`config.mk`:
```
export PLATFORM = sky130hd
export DESIGN_NAME = conv_window_feeder
export DESIGN_NICKNAME = d
export VERILOG_FILES = /design/src/rtl/conv_pkg.sv /design/src/rtl/conv_line_buffer.sv /design/src/rtl/conv_window_feeder.sv
export SDC_FILE = /design/constraint.sdc
export NUM_CORES = 1
export LEC_CHECK = 0
export BUFFER_PORTS_ARGS = -buffer_cell sky130_fd_sc_hd__buf_2
export CORE_UTILIZATION = 55
export DETAILED_ROUTE_END_ITERATION = 7
export PLACE_DENSITY = 0.71
export RECOVER_POWER = 25
export SLEW_MARGIN = 20
export SYNTH_ARGS = -nofsm -noshare
export SYNTH_HDL_FRONTEND = slang
export SYNTH_SLANG_ARGS = --single-unit
```
`constraint.sdc`:
```
create_clock -name clk -period 3.5 [get_ports clk]
set_clock_uncertainty 0.15 [all_clocks]
set_input_delay 0.7 -clock clk [delete_from_list [all_inputs] [get_ports clk]]
set_output_delay 0.7 -clock clk [all_outputs]
set_load 0.03 [all_outputs]
```
`src/rtl/conv_pkg.sv`:
```
// Shared convolution constants and window packing helpers.
// Used by the window feeder and the conv layer so both agree on element order.
package conv_pkg;

    localparam int CONV_K     = 6;
    localparam int CONV_PIX_W = 1;

    // Flat KxK window at the default geometry.
    typedef logic [CONV_K*CONV_K*CONV_PIX_W-1:0] win_vec_t;

    // Element (r,c) of a flat window, r=0 oldest row, c=0 leftmost column.
    function automatic int unsigned win_idx(
        input int unsigned r,
        input int unsigned c,
        input int unsigned k = CONV_K
    );
        return r * k + c;
    endfunction

endpackage

```
`src/rtl/conv_line_buffer.sv`:
```
// K-1 row line buffer: one read and one write per cycle at the same column.
// Ports: clk, we (write strobe), col (column), wdata (new pixel),
//   rdata (K-1 column pixels, oldest row at index 0, read before write).
module conv_line_buffer
    import conv_pkg::*;
#(
    parameter int IMG_W = 16,
    parameter int K     = CONV_K,
    parameter int PIX_W = CONV_PIX_W,
    localparam int CW   = $clog2(IMG_W)
) (
    input  logic                   clk,
    input  logic                   we,
    input  logic [CW-1:0]          col,
    input  logic [PIX_W-1:0]       wdata,
    output logic [(K-1)*PIX_W-1:0] rdata
);

    logic [PIX_W-1:0] mem [K-1][IMG_W];

    always_comb begin
        rdata = '0;
        for (int j = 0; j < K-1; j++) begin
            rdata[j*PIX_W +: PIX_W] = mem[j][col];
        end
    end

    // Each write ages the column by one row; the newest pixel lands on top.
    always_ff @(posedge clk) begin
        if (we) begin
            for (int j = 0; j < K-2; j++) begin
                mem[j][col] <= mem[j+1][col];
            end
            mem[K-2][col] <= wdata;
        end
    end

endmodule

```
`src/rtl/conv_window_feeder.sv`:
```
// Turns a raster pixel stream into KxK windows for the convolution layer.
// Ports: clk, rst (sync, high); pix_valid/pix_ready/pix_data/pix_last in;
//   win_valid/win_ready/win_data/win_row/win_col out; frame_err sticky.
module conv_window_feeder
    import conv_pkg::*;
#(
    parameter int IMG_W = 16,
    parameter int IMG_H = 16,
    parameter int K     = CONV_K,
    parameter int PIX_W = CONV_PIX_W
) (
    input  logic                       clk,
    input  logic                       rst,
    input  logic                       pix_valid,
    output logic                       pix_ready,
    input  logic [PIX_W-1:0]           pix_data,
    input  logic                       pix_last,
    output logic                       win_valid,
    input  logic                       win_ready,
    output logic [K*K*PIX_W-1:0]       win_data,
    output logic [$clog2(IMG_H)-1:0]   win_row,
    output logic [$clog2(IMG_W)-1:0]   win_col,
    output logic                       frame_err
);

    localparam int RW = $clog2(IMG_H);
    localparam int CW = $clog2(IMG_W);

    localparam logic [RW-1:0] ROW_LAST = RW'(IMG_H - 1);
    localparam logic [RW-1:0] ROW_WIN  = RW'(K - 1);
    localparam logic [CW-1:0] COL_LAST = CW'(IMG_W - 1);
    localparam logic [CW-1:0] COL_WIN  = CW'(K - 1);

    typedef enum logic {
        FILL,
        STREAM
    } state_t;

    state_t state;

    logic [RW-1:0] row;
    logic [CW-1:0] col;
    logic [RW-1:0] row_nxt;
    logic [CW-1:0] col_nxt;

    logic pix_acc;
    logic at_end;
    logic last_err;
    logic emit;

    logic [(K-1)*PIX_W-1:0] lb_col;
    logic [PIX_W-1:0]       win_q   [K][K];
    logic [PIX_W-1:0]       win_nxt [K][K];
    logic [K*K*PIX_W-1:0]   win_flat;

    assign pix_ready = !rst && (!win_valid || win_ready);
    assign pix_acc   = pix_valid && pix_ready;
    assign at_end    = (row == ROW_LAST) && (col == COL_LAST);
    assign last_err  = pix_last != at_end;
    assign emit      = (state == STREAM) && (col >= COL_WIN);

    conv_line_buffer #(
        .IMG_W (IMG_W),
        .K     (K),
        .PIX_W (PIX_W)
    ) u_lb (
        .clk   (clk),
        .we    (pix_acc),
        .col   (col),
        .wdata (pix_data),
        .rdata (lb_col)
    );

    // A misplaced or missing pix_last restarts counting at (0,0).
    always_comb begin
        row_nxt = row;
        col_nxt = col;
        if (last_err) begin
            row_nxt = '0;
            col_nxt = '0;
        end else if (col == COL_LAST) begin
            col_nxt = '0;
            row_nxt = (row == ROW_LAST) ? '0 : row + RW'(1);
        end else begin
            col_nxt = col + CW'(1);
        end
    end

    // Window slides left by one column; the new column is the line
    // buffer contents above the incoming pixel.
    always_comb begin
        win_nxt = win_q;
        for (int r = 0; r < K; r++) begin
            for (int c = 0; c < K-1; c++) begin
                win_nxt[r][c] = win_q[r][c+1];
            end
        end
        for (int r = 0; r < K-1; r++) begin
            win_nxt[r][K-1] = lb_col[r*PIX_W +: PIX_W];
        end
        win_nxt[K-1][K-1] = pix_data;
    end

    always_comb begin
        win_flat = '0;
        for (int r = 0; r < K; r++) begin
            for (int c = 0; c < K; c++) begin
                win_flat[win_idx(r, c, K)*PIX_W +: PIX_W] = win_nxt[r][c];
            end
        end
    end

    always_ff @(posedge clk) begin
        if (pix_acc) begin
            win_q <= win_nxt;
        end
    end

    always_ff @(posedge clk) begin
        if (rst) begin
            state     <= FILL;
            row       <= '0;
            col       <= '0;
            win_valid <= 1'b0;
            win_data  <= '0;
            win_row   <= '0;
            win_col   <= '0;
            frame_err <= 1'b0;
        end else begin
            if (pix_acc) begin
                row <= row_nxt;
                col <= col_nxt;
                if (last_err) begin
                    frame_err <= 1'b1;
                end
                unique case (state)
                    FILL: begin
                        if (row_nxt >= ROW_WIN) begin
                            state <= STREAM;
                        end
                    end
                    STREAM: begin
                        if (row_nxt < ROW_WIN) begin
                            state <= FILL;
                        end
                    end
                    default: state <= FILL;
                endcase
            end
            if (pix_acc && emit) begin
                win_valid <= 1'b1;
                win_data  <= win_flat;
                win_row   <= row;
                win_col   <= col;
            end else if (win_ready) begin
                win_valid <= 1'b0;
            end
        end
    end

endmodule

```
# ---- Yosys cells after proc, flatten, opt, wreduce, memory -nomap -nowiden
# Memories as Yosys holds them, arrays and structs flattened.
# Cells that the tools add are included.
dict set report classes {
  n_addsub 2
  n_lt_le_gt_ge 5
  eq_ne 3
  muxes 29
  n_bitwise 2
  n_reduce_logical 11
}
# operator n
set ops {}
lappend ops {{binary-select mux 1 bit (select 4 bit)} 5}
lappend ops {{2-to-1 mux 4 bit} 5}
lappend ops {{2-to-1 mux 1 bit} 16}
lappend ops {{2-to-1 mux 16 bit} 1}
lappend ops {{adder 4 x 1 -> 4 bit (second input constant)} 2}
lappend ops {{== test 4 bit (second input constant)} 2}
lappend ops {{>= comparator 4 x 3 -> 1 bit (second input constant)} 2}
lappend ops {{logical AND 1 bit} 6}
lappend ops {{>= comparator 5 bit (second input constant)} 1}
lappend ops {{< comparator 5 x 1 -> 1 bit (second input constant)} 1}
lappend ops {{inverter 4 -> 5 bit} 1}
lappend ops {{demux 1 bit (select 4 bit)} 1}
lappend ops {{< comparator 4 x 3 -> 1 bit (second input constant)} 1}
lappend ops {{zero test 1 bit} 2}
lappend ops {{case mux 1 bit (2 select lines)} 1}
lappend ops {{AND reduction 2 bit} 1}
lappend ops {{nonzero test 2 bit} 1}
lappend ops {{logical OR 1 bit} 1}
lappend ops {{!= test 1 bit} 1}
lappend ops {{inverter 1 bit} 1}
dict set report word_totals {
  ff_bits 85
  ramBits 80
  input_bits 6
  mem_count 1
}
# memory depth word_bits read_ports rd_ports_with_merged_regs write_ports line
set memory_table {}
lappend memory_table {u_lb.mem 5 16 5 0 5 conv_line_buffer.sv:19} ;# logic [PIX_W-1:0] mem [K-1][IMG_W];

# ---- Longest topological paths before layout
# Gate-level depths: netlist of run 1.
dict set report depth {
  depth_word 7
  ltp_mapped 9
}

# ---- Cells and area by module
# A second synthesis of run 1 with hierarchy kept.
dict set report hier_totals {
  hier_cells 461
  hier_area_um2 6331.1
}
# module instances cells_per_inst area_each_um2 seq_area_each_um2
set modules_own_cells {}
lappend modules_own_cells {conv_line_buffer 1 158 3223.1 2402.3}
lappend modules_own_cells {conv_window_feeder 1 303 3108.0 2001.9}

# ---- Worst setup path before layout of run 1
# OpenSTA, ideal clock, no wires.
dict set report synth_timing {
  path_kind {input to register}
  start {in rst}
  end {mem u_lb.mem[0][13] (netlist bit) (enable)}
  setup_time_ps 374
  arrival_ps 2623
  required_ps 2976
  setup_slack_ps 354
  cell_stages 6
  cell_sequence {clkbuf_1 > nor2b_1 > nand2_1 > inv_1 > nand2_1 > nor3_1}
}
# item line
set synth_lines {}
lappend synth_lines {{start, declared} conv_window_feeder.sv:13} ;# input logic rst,
lappend synth_lines {{end, declared} conv_line_buffer.sv:19}

==> results of run 1 <==
-- area by class of cell --
cell class / instances / area, um2
well taps: 143 / 179
inverters: 10 / 37.5
flip-flops and latches: 165 / 4400
clock inverters: 7 / 68.8
fillers: 847 / 4100
multi-input cells: 252 / 1840
clock buffers: 25 / 517
repair buffers: 65 / 320
-- sequential cells by signal (all words and copies together) (netlist names) --
register   count
win_flat      30
win_row        4
row            4
win_valid      1
frame_err      1
col            4
win_col        4
state          1
win_data      36
u_lb.mem      80
-- worst min path at each step --
stage	endpoint	start	depth (start not counted)	slack, ns
after floorplan	win_flat[0]$_DFFE_PP_	win_flat[1]$_DFFE_PP_	0	0.28
after global placement	win_flat[7]$_DFFE_PP_	win_flat[8]$_DFFE_PP_	0	0.28
after CTS	win_flat[21]$_DFFE_PP_	win_flat[22]$_DFFE_PP_	0	0.30
after detailed placement	win_flat[19]$_DFFE_PP_	win_flat[20]$_DFFE_PP_	0	0.29
after global routing	win_flat[24]$_DFFE_PP_	win_flat[25]$_DFFE_PP_	0	0.31
final	win_flat[21]$_DFFE_PP_	win_flat[22]$_DFFE_PP_	0	0.29
-- worst max-delay path: stages (launching register included) --
cell     delay [ns]
dfxtp_1        0.77
buf_4          0.26
mux4_2         0.30
mux2_2         0.29
mux2i_1        0.20
inv_1          0.30
-- report_power, final --
group	switching (mW)	leakage [nW]	internal [mW]
Sequential	0.00980	1.45	2.11
Clock	0.702	0.284	1.09
Combinational	0.0666	0.749	0.0238
Total	0.778	2.48	3.23
-- per-layer routing --
| layer | GRT usage | wire (um) | share of wire | vias up |
|---|---|---|---|---|
| met4 | 0.0756 | 136 | 0.011 | 0 |
| met1 | 0.298 | 5560 | 0.45 | 1966 |
| met5 | 0 | 0 | 0 | - |
| li1 | - | - | - | 1843 |
| met2 | 0.338 | 6040 | 0.48 | 131 |
| met3 | 0.0703 | 743 | 0.060 | 12 |
-- logic make-up after synthesis --
kind of cell / count (synthesis)
compound gates: 104
mux: 40
xor+xnor: 1
flops: 165
buf+inv: 44
fa+ha+maj: 6
simple gates: 101
-- layout by cell type (no fill, tap or decap), types with 6 or more instances in the layout --
master and instances:
a21oi_1 45, buf_2 12, buf_4 12, clkbuf_1 43
clkbuf_16 18, dfxtp_1 55, edfxtp_1 110, ha_1 6
inv_1 9, mux2_2 10, mux2i_1 10, mux4_1 8
mux4_2 12, nand2_1 14, nand2b_1 11, nand3_1 43
nor2_1 15, nor3_1 6, o21ai_0 47
-- metrics by stage --
step           hold slack (ns)  power [mW]  std cells   util  area [um2]
2_1_floorplan            0.276        2.21        461      -        6480
3_3_place_gp             0.280        2.24        635  0.596        6830
3_5_place_dp             0.286        2.25        635  0.596        6830
4_1_cts                  0.298        4.04        667  0.647        7420
5_1_grt                  0.308        4.12        667  0.643        7370
6_report                 0.294        4.00        667  0.643        7370
==> results.sh, run 1 <==
export IMPL_fmax_ghz=0.381
export IMPL_power_density_mw_per_mm2=543
export IMPL_routed_wl_mm=12.5
export IMPL_yosys_warnings=0
export IMPL_finalSetupViolCount=0
export IMPL_synth_top_family_by_area="multiplexers"
export IMPL_ys_ff_latch=165
export IMPL_rr_worst_depth=5
export IMPL_die_y_um=111
export IMPL_synth_common_cells="edfxtp_1 (110), dfxtp_1 (55), o21ai_0 (47)"
export IMPL_total_leakage_power_nw=2.48
export IMPL_synth_ff_type="edfxtp_1"
export IMPL_layout_drive_gt1_share=0.151
export IMPL_rsz0062_at_grt="no"
export IMPL_irDropWorstVdd_v=0.000387
export IMPL_synth_area_mm2=0.00648
export IMPL_grt_overflow=0
export IMPL_via_per_inst=5.93
export IMPL_fin_crit_sh=0.750
export IMPL_status="finished clean"
export IMPL_coreArea_mm2=0.0115
export IMPL_synthXorXnorAreaFrac=0.00135
export IMPL_r2r_start="col[3]$_SDFFE_PP0P_"
export IMPL_wl_per_cell_um=18.7
export IMPL_htreeDepth=4
export IMPL_antenna_found_initial=0
export IMPL_syn_num_nets=473
export IMPL_postCtsSetupBuffers=0
export IMPL_cts_hold_buf=0
export IMPL_numCtsBuffers=17
export IMPL_crit_end="u_lb.mem[0][25]$_DFFE_PP_"
export IMPL_clock_root_buffer="clkbuf_16"
export IMPL_dr_first_iter_drc_count=468
export IMPL_io_pins=53
export IMPL_cp_required_ns=3.42
export IMPL_port_buffers=52
export IMPL_synth_simple_gate_area_frac=0.0780
export IMPL_start_util=0.565
export IMPL_vias=3952
export IMPL_cts_resized=0
export IMPL_antenna_cells=0
export IMPL_grt_pass1_wl_mm=20.5
export IMPL_maxCapViolCount=0
export IMPL_yosysTopAreaCell="edfxtp_1"
export IMPL_synthMuxAreaShare=0.107
export IMPL_nets=523
export IMPL_row_count=39
export IMPL_path_max_fanout=18
export IMPL_synth_compound_area_share=0.0857
export IMPL_place_hpwl_mm=7.93
export IMPL_cp_startpoint="col[3]$_SDFFE_PP0P_"
export IMPL_arrival_ns=2.54
export IMPL_remaining_drc_errors=0
export IMPL_synth_area_per_cell_um2=14.1
export IMPL_synth_edf_count=110
export IMPL_synth_most_common_cell="edfxtp_1"
export IMPL_area_delta_synth_final_pct=13.7
export IMPL_grt_pass1_vias=3892
export IMPL_hold_viol_final=0
export IMPL_rrSetupSlack_ns=0.87
export IMPL_dieArea_mm2=0.0122
export IMPL_timing_critical_path_to_type="register"
export IMPL_synth_top_cell_area_share=0.510
export IMPL_fp_dieW_um=111
export IMPL_clk_pin_slew_ns=0.06
export IMPL_worst_slew_pin_transition_ns=0.845
export IMPL_clock_sinks=165
export IMPL_yosysSeqAreaShare=0.679
export IMPL_insertion_delay_ns=0.42
export IMPL_netlist_top_cells_area="edfxtp_1 (51%), dfxtp_1 (17%), mux4_2 (4.2%)"
export IMPL_start_kind="register"
export IMPL_finalWorstSetupSlack_ns=0.873
export IMPL_gp_congestion=0.827
export IMPL_synthDistinctLibCells=41
export IMPL_setup_tns_ns=0
export IMPL_path_class="reg -> reg"
export IMPL_grt_util_all_layers=0.220
export IMPL_cts_path_max_buffers=2
export IMPL_drv_slew=0
export IMPL_drtAntennaViolNets=0
export IMPL_synthAdderAreaFrac=0.0116
export IMPL_tritoncts="yes"
export IMPL_post_route_min_period_ns=2.63
export IMPL_r2r_end="u_lb.mem[0][25]$_DFFE_PP_"
export IMPL_hp_class="reg -> reg"
export IMPL_dr_pass1_iters=4
export IMPL_syn_inst=461
export IMPL_synth_async_reset_ratio=0
export IMPL_grt_max_degree=54
export IMPL_slew_headroom=0.437
export IMPL_dpl_worst_slack_ns=0.822
Power figures use the tool's default switching activity.
==> run 2: changes to the inputs <==
--- a/config.mk
+++ b/config.mk
@@ -6,9 +6,9 @@
 export NUM_CORES = 1
 export LEC_CHECK = 0
 export BUFFER_PORTS_ARGS = -buffer_cell sky130_fd_sc_hd__buf_2
-export CORE_UTILIZATION = 55
+export CORE_UTILIZATION = 53
 export DETAILED_ROUTE_END_ITERATION = 7
-export PLACE_DENSITY = 0.71
+export PLACE_DENSITY = 0.72
 export RECOVER_POWER = 25
 export SLEW_MARGIN = 20
 export SYNTH_ARGS = -nofsm -noshare
==> constraint.sdc (replaced) <==
create_clock -name clk -period 2.2 [get_ports clk]
set_clock_uncertainty 0.15 [all_clocks]
set_input_delay 0.44 -clock clk [delete_from_list [all_inputs] [get_ports clk]]
set_output_delay 0.44 -clock clk [all_outputs]
set_load 0.03 [all_outputs]
==> run 2 against run 1 <==
  * The flow now finishes with violations (negative setup slack)
  * Global-route usage up 0.099 points
  * Highest routed layer unchanged
  * Total power up 60%
  * Die area up 3.7%
  * Cell count up 3.3%
==> results.sh, run 2 (same netlist as run 1, synthesis figures left out) <==
export IMPL_status="finished with violations"
export IMPL_failed_checks="negative setup slack"
export IMPL_via_per_inst=5.91
export IMPL_post_route_min_period_ns=2.22
export IMPL_grt_max_degree=45
export IMPL_htreeDepth=4
export IMPL_critPathTopFamily="multiplexers"
export IMPL_area_delta_synth_final_pct=19.8
export IMPL_slew_headroom=0.441
export IMPL_hold_ws_ns=0.280
export IMPL_fmax_ghz=0.451
export IMPL_gp_congestion=0.874
export IMPL_irDropWorstVdd_v=0.000575
export IMPL_grt_pass1_vias=3856
export IMPL_intPower_mw=5.16
export IMPL_insertion_delay_ns=0.42
export IMPL_clock_root_buffer="clkbuf_16"
export IMPL_crit_chain="buf_12 > mux4_2 > mux2_2 > mux2i_4 > clkinvlp_4"
export IMPL_start_util=0.542
export IMPL_combPwrFrac=0.029
export IMPL_clk_pin_slew_ns=0.06
export IMPL_numCtsBuffers=17
export IMPL_dpl_worst_slack_ns=-0.104
export IMPL_largest_reg_flops=80
export IMPL_remaining_drc_errors=0
export IMPL_antenna_found_initial=0
export IMPL_total_leakage_power_nw=2.62
export IMPL_p_sw_mw=1.27
export IMPL_drtAntennaViolNets=0
export IMPL_rsz0062_at_grt="yes"
export IMPL_hold_viol_final=0
export IMPL_utilization=0.649
export IMPL_fin_crit_sh=1.01
export IMPL_layout_drive_gt1_share=0.234
export IMPL_arrival_ns=2.19
export IMPL_nFillCells=860
export IMPL_mostFrequentLayoutCell="edfxtp_1"
export IMPL_cts_path_max_buffers=2
export IMPL_port_buffers=52
export IMPL_power_mw=6.42
export IMPL_grt_overflow=0
export IMPL_p_seq_frac=0.524
export IMPL_clock_sinks=165
export IMPL_routed_wl_mm=13.4
export IMPL_antenna_cells=0
export IMPL_nets=541
export IMPL_pwr_share_clk=0.448
export IMPL_coreArea_mm2=0.0120
export IMPL_top_register="u_lb.mem"
export IMPL_rr_worst_depth=5
export IMPL_start_kind="register"
export IMPL_hp_class="in -> reg"
export IMPL_cts_hold_buf=0
export IMPL_wl_per_cell_um=19.5
export IMPL_critPathSlowestCell="mux4_2"
export IMPL_tritoncts="yes"
export IMPL_worst_slew_pin_transition_ns=0.839
export IMPL_layout_common_cells="edfxtp_1 (110), dfxtp_1 (54), o21ai_0 (47)"
export IMPL_io_pins=53
export IMPL_row_count=40
export IMPL_min_path_cells=3
export IMPL_power_density_mw_per_mm2=827
export IMPL_fp_dieW_um=113
export IMPL_grt_pass1_wl_mm=20.6
export IMPL_cp_depth=5
export IMPL_vias=4070
export IMPL_drv_slew=0
export IMPL_dr_pass1_iters=4
export IMPL_critPathBufInv=2
export IMPL_timing_critical_path_to_type="register"
export IMPL_path_class="reg -> reg"
export IMPL_path_max_fanout=8
export IMPL_switching_share=0.197
export IMPL_place_hpwl_mm=8.39
export IMPL_dieArea_mm2=0.0127
export IMPL_dr_first_iter_drc_count=349
export IMPL_cp_required_ns=2.18
export IMPL_maxCapViolCount=0
export IMPL_finalWorstSetupSlack_ns=-0.0166
export IMPL_finalSetupViolCount=8
export IMPL_die_y_um=113
export IMPL_cpPeakStageDelay_ns=0.49
export IMPL_grt_util_all_layers=0.221
==> run 2: changes by cell type in the layout (fill, tap and decap cells not counted), moves of 5 or more <==
cell    previous run  this run
nor2_1            15         6
buf_12             1         6
buf_4             12        23
nor2_4             0         7
inv_1              9         4
buf_2             12        18
==> run 2: layout make-up <==
type,count,area (um2),area share
multi-input cells,252,2010,0.258
clock buffers,27,558,0.0719
clock inverters,5,32.5,0.00419
repair buffers,82,522,0.0672
flip-flops and latches,165,4410,0.568
inverters,10,46.3,0.00596
repair inverters,1,7.51,0.000967
well taps,147,184,0.0237
==> run 2: through the flow <==
| step | cells | cell area (um2) | setup TNS [ns] |
|---|---|---|---|
| after floorplan | 461 | 6620 | 0 |
| after global placement | 654 | 7150 | -0.716 |
| after detailed placement | 654 | 7150 | -6.03 |
| after CTS | 686 | 7740 | 0 |
| after global routing | 689 | 7760 | -1.03 |
| final | 689 | 7760 | -0.117 |
==> run 2: what timing repair did <==
item / in CTS / in global routing
resized for setup: 5 / 11
endpoints found under the setup margin: 69 / 69
buffers inserted: 0 / 2
gates cloned: 0 / 1
==> run 2: worst register-to-register path, stage by stage, from the launching register on <==
cell	delay, ns
dfxtp_4	0.40
buf_12	0.14
mux4_2	0.49
mux2_2	0.30
mux2i_4	0.22
clkinvlp_4	0.22
==> run 2: power by group through the flow <==
stage / Sequential (mW) / Clock [mW] / Combinational [mW]
floorplan: 3.43 / 0 / 0.104
CTS: 3.36 / 2.91 / 0.169
finish: 3.36 / 2.88 / 0.184
global route: 3.37 / 3.03 / 0.199
detailed placement: 3.43 / 0 / 0.167
global placement: 3.43 / 0 / 0.161
==> run 2: worst paths after layout <==
| kind | from | to | slack, ns |
|---|---|---|---|
| max reg2reg | col[2]$_SDFFE_PP0P_ | u_lb.mem[0][47]$_DFFE_PP_ | -0.02 |
| min reg2reg | win_flat[26]$_DFFE_PP_ | win_flat[25]$_DFFE_PP_ | 0.29 |
| min | rst | col[2]$_SDFFE_PP0P_ | 0.28 |
| max | col[2]$_SDFFE_PP0P_ | u_lb.mem[0][47]$_DFFE_PP_ | -0.02 |
==> run 2: per-layer routing <==
layer | part of all wire | global-route usage | up-vias
li1 | - | - | 1884
met1 | 0.43 | 0.291 | 2043
met2 | 0.50 | 0.360 | 126
met3 | 0.049 | 0.0497 | 17
met4 | 0.018 | 0.0880 | 0
met5 | 0 | 0 | -
==> run 3: changes to the inputs <==
--- a/config.mk
+++ b/config.mk
@@ -5,6 +5,7 @@
 export SDC_FILE = /design/constraint.sdc
 export NUM_CORES = 1
 export LEC_CHECK = 0
+export ABC_AREA = 1
 export BUFFER_PORTS_ARGS = -buffer_cell sky130_fd_sc_hd__buf_2
 export CORE_UTILIZATION = 53
 export DETAILED_ROUTE_END_ITERATION = 7
==> run 3 against run 2 <==
  * The flow now finishes without violations
  * Non-clock buffer count is 4 lower
  * Synthesized cell count rose by 41%
  * Via count up 13%
  * Critical path depth up 6
  * Total power increased by 2.6%
  * Sequential share of layout area grew 0.82 points
  * Area after synthesis is 1.0% higher
  * Sequential power is essentially flat
  * Critical endpoint is now u_lb.mem[0][29]$_DFFE_PP_
  * Largest cell class unchanged
  * Highest routed layer unchanged
==> results.sh, run 3 <==
export IMPL_status="finished clean"
export IMPL_worst_slew_pin_transition_ns=0.833
export IMPL_layout_drive_gt1_share=0.110
export IMPL_largest_reg_flops=80
export IMPL_vias=4589
export IMPL_via_per_inst=5.24
export IMPL_fin_crit_sh=0.948
export IMPL_fp_dieW_um=113
export IMPL_layout_common_cells="nand2_1 (178), nor2_1 (115), edfxtp_1 (110)"
export IMPL_synthMuxAreaShare=0
export IMPL_yosysTopAreaCell="edfxtp_1"
export IMPL_grt_util_all_layers=0.221
export IMPL_dr_pass1_iters=6
export IMPL_start_util=0.545
export IMPL_irDropWorstVdd_v=0.000473
export IMPL_routed_wl_mm=13.5
export IMPL_synth_top_family_by_area="simple AND/OR/NAND/NOR gates"
export IMPL_dpl_worst_slack_ns=0.0969
export IMPL_synth_common_cells="nand2_1 (178), nor2_1 (116), edfxtp_1 (110)"
export IMPL_gp_congestion=0.897
export IMPL_synth_top_cell_area_share=0.504
export IMPL_ys_ff_latch=165
export IMPL_arrival_ns=2.10
export IMPL_synth_area_per_cell_um2=10.1
export IMPL_coreArea_mm2=0.0120
export IMPL_synth_area_mm2=0.00655
export IMPL_wl_per_cell_um=15.5
export IMPL_maxCapViolCount=0
export IMPL_io_pins=53
export IMPL_cp_required_ns=2.22
export IMPL_antenna_cells=0
export IMPL_power_density_mw_per_mm2=862
export IMPL_dr_first_iter_drc_count=372
export IMPL_synth_simple_gate_area_frac=0.189
export IMPL_path_class="reg -> reg"
export IMPL_dr_wl_met2_mm=6.28
export IMPL_yosysSeqAreaShare=0.673
export IMPL_setup_tns_ns=0
export IMPL_numCtsBuffers=17
export IMPL_hold_viol_final=0
export IMPL_rsz0062_at_grt="no"
export IMPL_area_delta_synth_final_pct=16.8
export IMPL_power_mw=6.59
export IMPL_nets=727
export IMPL_cts_resized=0
export IMPL_synthDistinctLibCells=26
export IMPL_drv_slew=0
export IMPL_yosys_warnings=0
export IMPL_drtAntennaViolNets=0
export IMPL_synth_async_reset_ratio=0
export IMPL_path_max_fanout=16
export IMPL_place_hpwl_mm=8.67
export IMPL_top_register="u_lb.mem"
export IMPL_clk_pin_slew_ns=0.06
export IMPL_synth_ff_type="edfxtp_1"
export IMPL_mostFrequentLayoutCell="nand2_1"
export IMPL_timing_critical_path_to_type="register"
export IMPL_seq_area_mm2=0.00440
export IMPL_fin_area_mm2=0.00765
export IMPL_synth_compound_area_share=0.0694
export IMPL_fmax_ghz=0.480
export IMPL_total_leakage_power_nw=3.14
export IMPL_multi_input_area_mm2=0.00179
export IMPL_start_kind="register"
export IMPL_nFillCells=942
export IMPL_synth_edf_count=110
export IMPL_antenna_found_initial=0
export IMPL_top_layer="met4"
export IMPL_syn_inst=648
export IMPL_cts_path_max_buffers=2
export IMPL_placed_area_mm2=0.00710
export IMPL_remaining_drc_errors=0
export IMPL_grt_overflow=0
export IMPL_htreeDepth=4
export IMPL_hold_ws_ns=0.162
export IMPL_grt_max_degree=58
export IMPL_slew_headroom=0.444
export IMPL_grt_pass1_wl_mm=21.3
export IMPL_synth_most_common_cell="nand2_1"
export IMPL_post_route_min_period_ns=2.08
export IMPL_die_y_um=113
export IMPL_utilization=0.637
export IMPL_synthXorXnorAreaFrac=0.00134
export IMPL_tritoncts="yes"
export IMPL_finalSetupViolCount=0
export IMPL_finalWorstSetupSlack_ns=0.115
export IMPL_postCtsSetupBuffers=0
export IMPL_hp_class="in -> reg"
export IMPL_cts_hold_buf=0
export IMPL_row_count=40
export IMPL_insertion_delay_ns=0.43
export IMPL_place_inst=843
export IMPL_clock_root_buffer="clkbuf_16"
export IMPL_netlist_top_cells_area="edfxtp_1 (50%), dfxtp_1 (17%), nand2_1 (10%)"
export IMPL_syn_num_nets=660
export IMPL_synthAdderAreaFrac=0.0115
export IMPL_finalNonFillerCells=875
export IMPL_grt_pass1_vias=4227
export IMPL_port_buffers=52
export IMPL_clock_sinks=165
export IMPL_wl_met3_um=767
export IMPL_m1WireLength_mm=6.12
export IMPL_dieArea_mm2=0.0128
==> run 3: changes by cell type in the layout (fill, tap and decap cells not counted), sizes merged, moves of 11 or more <==
| cell | delta |
|---|---|
| o21ai | +19 |
| nor2 | +104 |
| nand3 | -30 |
| a21oi | -25 |
| inv | +41 |
| mux4 | -20 |
| nand2b | -11 |
| nand2 | +164 |
==> run 3: cell type report <==
class,instances,share of cell area
timing repair buffer,78,0.0661
clock buffer,19,0.0594
sequential,165,0.576
inverter,44,0.0219
multi-input combinational,409,0.234
clock inverter,13,0.0187
tap,147,0.0241
==> run 3: routing by layer <==
layer / up-vias / GRT usage
met1: 2156 / 0.294
li1: 2253 / -
met5: - / 0
met4: 0 / 0.0912
met3: 34 / 0.0573
met2: 146 / 0.348
==> run 3: logic make-up (layout without fill, tap and decap cells) <==
logic type,count (synthesis),after routing
compound gates,89,89
buf+inv,74,154
fa+ha+maj,6,6
flops,165,165
simple gates,313,313
xor+xnor,1,1
==> run 3: final timing paths <==
path	slack, ns	end	cells after the start	from
worst min-delay path	0.16	win_valid$_SDFFE_PP0P_	4	win_ready
worst max-delay path	0.12	u_lb.mem[0][29]$_DFFE_PP_	11	col[0]$_SDFFE_PP0P_
worst min register to register	0.29	win_flat[32]$_DFFE_PP_	0	win_flat[33]$_DFFE_PP_
worst max register to register	0.12	u_lb.mem[0][29]$_DFFE_PP_	11	col[0]$_SDFFE_PP0P_
==> run 3: worst max-delay path: stages, from the launching register on <==
cell and delay (ns):
dfxtp_1 0.42, inv_2 0.15, buf_4 0.22, nand2_1 0.08
nand2_1 0.07, nand2_1 0.10, nand2_1 0.06, nand2_1 0.05
nand2_1 0.08, nor2_2 0.18, inv_1 0.08, buf_4 0.18
==> run 3: report_power, final <==
part	total, mW	switching [mW]	internal, mW
Combinational	0.253	0.171	0.0821
Clock	2.97	1.22	1.75
Sequential	3.37	0.0135	3.35
Total	6.59	1.40	5.19
